**config.mk**
```make
export PLATFORM = sky130hd
export DESIGN_NAME = ex_div
export DESIGN_NICKNAME = d
export VERILOG_FILES = /design/src/rtl/ex_div.sv
export SDC_FILE = /design/constraint.sdc
export NUM_CORES = 1
export LEC_CHECK = 0
export BUFFER_PORTS_ARGS = -buffer_cell sky130_fd_sc_hd__buf_2
export CAP_MARGIN = 5
export CORE_MARGIN = 10
export CORE_UTILIZATION = 64
export DETAILED_ROUTE_END_ITERATION = 8
export PLACE_DENSITY = 0.87
export SETUP_SLACK_MARGIN = 0.5
export SLEW_MARGIN = 15
export SYNTH_ARGS = -nofsm -noshare
export SYNTH_HDL_FRONTEND = slang
export SYNTH_SLANG_ARGS = --single-unit
export TNS_END_PERCENT = 5
```
**constraint.sdc**
```tcl
create_clock -name clk -period 8.53 [get_ports clk]
set_input_delay 0.853 -clock clk [delete_from_list [all_inputs] [get_ports clk]]
set_output_delay 0.853 -clock clk [all_outputs]
set_load 0.05 [all_outputs]
```
**src/rtl/ex_div.sv**
```systemverilog
// rtl/ex_div.sv - multi-cycle restoring radix-2 signed/unsigned divider for the EX stage
// Optional DIV_EARLY_OUT_EN: |dividend| < |divisor| finishes through the divide-by-zero timing path.
module ex_div #(
    parameter int DATA_W = 32,
    parameter int CNT_W  = 6
) (
    input  logic                  clk,
    input  logic                  rst,
    input  logic                  signed_div_i,
    input  logic [DATA_W-1:0]     opdata1_i,
    input  logic [DATA_W-1:0]     opdata2_i,
    input  logic                  start_i,
    input  logic                  annul_i,
    output logic [2*DATA_W-1:0]   result_o,
    output logic                  ready_o,
    output logic                  stallreq_o
);

    typedef enum logic [1:0] {
        S_FREE   = 2'b00,
        S_BYZERO = 2'b01,
        S_ON     = 2'b10,
        S_END    = 2'b11
    } state_t;

    localparam logic [DATA_W-1:0] ONE   = {{(DATA_W-1){1'b0}}, 1'b1};
    localparam logic [DATA_W-1:0] ZERO  = '0;
    localparam logic [CNT_W-1:0]  LAST  = CNT_W'(DATA_W);
    localparam logic [CNT_W-1:0]  CNT_1 = {{(CNT_W-1){1'b0}}, 1'b1};

    state_t                state_q, state_d;
    logic [CNT_W-1:0]      cnt_q, cnt_d;
    logic [DATA_W-1:0]     rem_q, rem_d;
    logic [DATA_W-1:0]     quo_q, quo_d;
    logic [DATA_W-1:0]     dvs_q, dvs_d;
    logic                  negq_q, negq_d;
    logic                  negr_q, negr_d;
    logic [2*DATA_W-1:0]   result_q, result_d;
    logic                  ready_q, ready_d;

    logic                  op1_neg, op2_neg;
    logic [DATA_W-1:0]     abs1, abs2;
    logic [DATA_W:0]       shifted, diff;
    logic [DATA_W-1:0]     quo_fix, rem_fix;

    assign op1_neg = signed_div_i & opdata1_i[DATA_W-1];
    assign op2_neg = signed_div_i & opdata2_i[DATA_W-1];
    assign abs1    = op1_neg ? (~opdata1_i + ONE) : opdata1_i;
    assign abs2    = op2_neg ? (~opdata2_i + ONE) : opdata2_i;

    // Partial remainder < divisor, so one extra bit is enough to detect the borrow.
    assign shifted = {rem_q, quo_q[DATA_W-1]};
    assign diff    = shifted - {1'b0, dvs_q};
    assign quo_fix = negq_q ? (~quo_q + ONE) : quo_q;
    assign rem_fix = negr_q ? (~rem_q + ONE) : rem_q;

    always_comb begin
        state_d  = state_q;
        cnt_d    = cnt_q;
        rem_d    = rem_q;
        quo_d    = quo_q;
        dvs_d    = dvs_q;
        negq_d   = negq_q;
        negr_d   = negr_q;
        result_d = result_q;
        ready_d  = ready_q;

        case (state_q)
            S_FREE: begin
                ready_d  = 1'b0;
                result_d = '0;
                if (start_i && !annul_i) begin
                    if (opdata2_i == ZERO) begin
                        state_d = S_BYZERO;
                        rem_d   = '0;
                    end
`ifdef DIV_EARLY_OUT_EN
                    else if (abs1 < abs2) begin
                        state_d = S_BYZERO;
                        rem_d   = opdata1_i;
                    end
`endif
                    else begin
                        state_d = S_ON;
                        rem_d   = '0;
                        quo_d   = abs1;
                        dvs_d   = abs2;
                        negq_d  = op1_neg ^ op2_neg;
                        negr_d  = op1_neg;
                        cnt_d   = '0;
                    end
                end
            end
            S_BYZERO: begin
                state_d  = S_END;
                result_d = {rem_q, ZERO};
                ready_d  = 1'b1;
            end
            S_ON: begin
                if (cnt_q == LAST) begin
                    state_d  = S_END;
                    result_d = {rem_fix, quo_fix};
                    ready_d  = 1'b1;
                end else begin
                    rem_d = diff[DATA_W] ? shifted[DATA_W-1:0] : diff[DATA_W-1:0];
                    quo_d = {quo_q[DATA_W-2:0], ~diff[DATA_W]};
                    cnt_d = cnt_q + CNT_1;
                end
            end
            S_END: begin
                if (!start_i) begin
                    state_d  = S_FREE;
                    ready_d  = 1'b0;
                    result_d = '0;
                end
            end
            default: state_d = S_FREE;
        endcase

        if (annul_i && state_q != S_FREE) begin
            state_d  = S_FREE;
            ready_d  = 1'b0;
            result_d = '0;
            cnt_d    = '0;
        end
    end

    always_ff @(posedge clk) begin
        if (rst) begin
            state_q  <= S_FREE;
            cnt_q    <= '0;
            rem_q    <= '0;
            quo_q    <= '0;
            dvs_q    <= '0;
            negq_q   <= 1'b0;
            negr_q   <= 1'b0;
            result_q <= '0;
            ready_q  <= 1'b0;
        end else begin
            state_q  <= state_d;
            cnt_q    <= cnt_d;
            rem_q    <= rem_d;
            quo_q    <= quo_d;
            dvs_q    <= dvs_d;
            negq_q   <= negq_d;
            negr_q   <= negr_d;
            result_q <= result_d;
            ready_q  <= ready_d;
        end
    end

    assign result_o   = result_q;
    assign ready_o    = ready_q;
    assign stallreq_o = start_i & ~ready_q & ~annul_i;

endmodule

```
# == After elaboration in Yosys (flattened, before gate mapping) ==
# Cells that the tools add are included.
# word_totals
word_cells,77
input_bits,69
ff_bits,171
mem_bits_rw,0
rom_bits,0
memories,0
latchBits,0
# op_classes
n_eq_ne,9
mul,0
reduce_logical,13
n_div,0
order_cmp,0
bitwise,13
n_mux,27
shifts,0
addsub,6
# op_table
operator,n
two-way mux 32 bit,10
one-hot mux 64 bit (4 select lines),1
"adder 32 x 1 -> 32 bit, second input constant",4
two-way mux 64 bit,2
inverter 32 bit,4
one-hot mux 32 bit (2 select lines),2
subtractor 33 x 32 -> 33 bit,1
logical NOT 32 bit,1
two-way mux 6 bit,3
one-hot mux 6 bit (2 select lines),1
"inequality test 2 bit, second input constant",5
AND reduction 3 bit,3
two-way mux 2 bit,4
one-hot mux 2 bit (4 select lines),1
"adder 6 x 1 -> 6 bit, second input constant",1
"== test 6 bit, second input constant",1
bitwise AND 1 bit,4
"== test 2 bit, second input constant",2
inverter 1 bit,4
one-hot mux 1 bit (4 select lines),1
AND reduction 4 bit,1
nonzero test 2 bit,2
"== test 2 x 1 -> 1 bit, second input constant",1
logical AND 1 bit,2
6 further kinds,7

# == Logic depth before layout (Yosys ltp) ==
# logic_depth
ltp_word,6
ltp_mapped,13
ltp_nobuf,12

# == Worst setup path after synthesis ==
# No wires, ideal clock.
# synth_path
kind,input-to-reg
start,in opdata1_i[16]
end,reg quo_q[29]
arrival_time_ns,2.688
n_path_buf,0
path_slack_ns,5.714
setup_ns,0.128
cell_stages,9
cell_sequence,or4_1 nor4b_2 and3_1 nand3b_1 o41ai_2 xor2_1 o21ai_0 mux2i_1 nor2_1
# synth_via
elab_chain_len,6
# synth_rtl
item,line_no,source
start: declaration,10,"input logic [DATA_W-1:0] opdata1_i,"
inverter 32 bit,48,assign abs1 = op1_neg ? (~opdata1_i + ONE) : opdata1_i;
adder 32 x 1 -> 32 bit,48,
two-way mux 32 bit,48,
two-way mux 32 bit,73,if (opdata2_i == ZERO) begin
two-way mux 32 bit,72,if (start_i && !annul_i) begin
one-hot mux 32 bit (2 select lines),68,case (state_q)
end signal: assignment,143,quo_q <= quo_d;
end: declaration,34,"logic [DATA_W-1:0] quo_q, quo_d;"
# Every way passes these cells. The select of a mux whose other input is x is not followed.
# A chain may end at the register's enable or synchronous reset.

# == Worst setup path in the final report ==
# layout_path
start,reg quo_q[31]
end,reg rem_q[25]
# layout_via
elab_chain_len,4
# layout_rtl
item,line_no,source
subtractor 33 x 32 -> 33 bit,53,"assign diff = shifted - {1'b0, dvs_q};"
two-way mux 32 bit,105,rem_d = diff[DATA_W] ? shifted[DATA_W-1:0] : diff[DATA_W-1:0];
two-way mux 32 bit,100,if (cnt_q == LAST) begin
one-hot mux 32 bit (2 select lines),68,
end signal: assignment,142,rem_q <= rem_d;
end: declaration,33,"logic [DATA_W-1:0] rem_q, rem_d;"
# Every way passes these cells. The select of a mux whose other input is x is not followed.

==> results.toml <==
[placed_design]
globalplace.congestion = 0.956
place_hpwl_mm = 24.8
place_ws_ps = 4770
io_buffer_count = 134

[sta]
fmaxAchievable_ghz = 0.261
fin_skew_ps = 10.9
rsz0062_at_grt = "false"
hold_viol_final = 0
setup_slack_ps = 4700
layout_worst_path_cycle_share_pct = 44.9
final.setup.tns_ps = 0
post-route-min-period_ps = 3830
slew_headroom_pct = 26.2
slew_violations = 0
setup_viol = 0
tightest_slew_ps = 1110

[cts]
cts_buffers = 17
post_cts_buffers = 0
htree_levels = 4
clk_pin_slew_ps = 70
clockBufferDepth = 2
cts_resized = 0
root_buffer = "clkbuf_16"
postCtsHoldBufs = 0
clock_sinks = 171
cts_tree = "done"
clkLatencyLatePin_ps = 440

[synthesis]
synth_ff_type = "dfxtp_1"
avgSynthCellArea_sq_um = 7.50
synthArstFlopShare_pct = 0
synth_edf_count = 0
synth.distinct_cells = 78
syn_nets = 1616
netlist_area_sq_um = 11300
ys_ff_latch = 171
syn_inst = 1503
synth_warnings = 0
ys_seq_area_share_pct = 30.4

[power_and_ir_drop]
p_leak_nw = 5.19
p_per_area_nw_per_um2 = 244
peakVddDrop_mv = 0.258

[die]
rows = 48
ios = 135
start_util_pct = 65.2
die_y_microns = 153
core-area_sq_um = 17300
fp.dieArea_sq_um = 23300
die_w_microns = 153

[route]
vias = 11300
viasPerCell = 6.23
drc = 0
antenna_left = 0
dr.pass1.iters = 6
post_drt_wl_per_cell_microns = 18.3
routed_wl_mm = 33.2
drt_iter0_drc = 1145

[final_layout]
final_core_util_pct = 72.3
most-common-layout-cells = "nand2_1, dfxtp_1, nor2_1, a21oi_1, buf_2"
syn_to_final_growth_pct = 11.0
final_common_cell = "nand2_1"
num_antenna_cells = 0
drive_above_1_share_pct = 13.4
final_nets = 1688
fillers = 1392

[worst_hold_path]
hold_path.class = "flop to flop"

[status]
status = "finished clean"

[global_route]
grt_pass1_vias = 10500
grt_max_degree = 71
antenna_found_initial = 0
grt_pass1_wl_mm = 54.1
track_usage_pct = 27.3
overflow = 0

[worst_setup_path]
cp_data_arrival_time_ps = 4180
cp_max_fo = 20
cp-start-kind = "flop"
cp.required_ps = 8880
endpoint_kind = "flop"
critPathKind = "flop to flop"

[job]
maxCapViolations = 0
## path summary, 6_finish.rpt
check / slack [ps] / end / depth (start not counted) / from
worst max-delay path: 4700 / rem_q[25] / 12 / quo_q[31]
worst min-delay path: 450 / result_o[31] / 2 / result_o[31]
worst max register to register: 4700 / rem_q[25] / 12 / quo_q[31]
worst min register to register: 450 / result_o[31] / 2 / result_o[31]
## through the flow
step	area [sq um]	instances	power, mW	hold WS (ps)
5_1_grt	12500	1812	3.22	475
3_3_place_gp	11900	1781	2.23	430
4_1_cts	12500	1812	3.02	451
3_5_place_dp	11900	1781	2.26	440
2_1_floorplan	11300	1503	1.96	432
6_report	12500	1812	3.05	448
## synthesized netlist by cell type (5+ instances only)
cell,n,area share [%]
nand2_1,233,7.8
dfxtp_1,171,30
nor2_1,152,5.1
a21oi_1,135,6.0
o21ai_0,111,4.9
xnor2_1,77,6.0
clkbuf_1,70,2.3
inv_1,60,2.0
xor2_1,54,4.2
ha_1,43,4.8
nor3_1,32,1.4
a211oi_1,31,2.1
a22oi_1,24,1.6
mux2i_1,22,2.0
nand3_1,17,0.75
a21o_1,16,1.1
o31ai_1,16,1.1
nor4_1,14,0.78
o211ai_1,14,0.93
a222oi_1,12,1.1
buf_2,12,0.53
nand4_1,11,0.61
o41ai_1,11,0.85
a221oi_1,10,0.78
a31oi_1,10,0.56
nand2b_1,10,0.56
or4_1,10,0.67
o21a_1,9,0.60
or3_1,9,0.50
and3_1,8,0.44
o21ai_1,7,0.31
and2_1,6,0.33
buf_1,6,0.20
buf_6,6,0.60
nor2b_1,5,0.28
## metal layers
metal | part of all wire, % | global-route usage (%) | wire [microns] | up-vias
met5 | 0 | 0 | 0 | -
met1 | 45 | 38.2 | 14900 | 5281
met3 | 9.3 | 5.81 | 3100 | 44
met2 | 44 | 41.7 | 14700 | 502
li1 | - | - | - | 5467
met4 | 1.5 | 6.72 | 483 | 0
## where the power goes
| part | internal, mW | switching, mW | total (mW) |
|---|---|---|---|
| sequential | 0.886 | 0.136 | 1.02 |
| combinational | 0.434 | 0.823 | 1.26 |
| clock | 0.416 | 0.351 | 0.766 |
| total | 1.74 | 1.31 | 3.05 |
## critical path, cell delays in order, from the launching register on
cell and delay, ps:
dfxtp_1 330, inv_1 80, ha_1 230, fa_1 380, nand2b_1 190, a21oi_1 220
o21ai_1 190, o31ai_1 400, a31oi_1 250, xnor2_2 590, buf_4 440, nand2_1 180
o221ai_1 250
## area by class of cell
class | instances | area [sq um] | share of cell area [%]
clock inverters | 13 | 133 | 1.06
clock buffers | 18 | 439 | 3.51
flip-flops and latches | 171 | 3420 | 27.4
repair buffers | 148 | 776 | 6.20
inverters | 61 | 229 | 1.83
multi-input cells | 1176 | 7220 | 57.8
well taps | 225 | 282 | 2.25
## logic make-up after synthesis
family,after synthesis,share of synthesized area [%]
AND/OR/NAND/NOR,534,21.5
AO/OA/AOI/OAI,445,25.2
flip-flops,171,30.4
buffers and inverters,156,5.76
XOR/XNOR,131,10.2
adder cells (fa/ha/maj),44,4.95
multiplexers,22,1.95
## state kept, by name, summed over array words and instances (netlist names)
| signal | cells |
|---|---|
| negq_q | 1 |
| ready_o | 1 |
| state_q | 2 |
| cnt_q | 6 |
| quo_q | 32 |
| rem_q | 32 |
| dvs_q | 32 |
| negr_q | 1 |
| result_o | 64 |
Note: power is estimated with default switching activity, not from simulation.
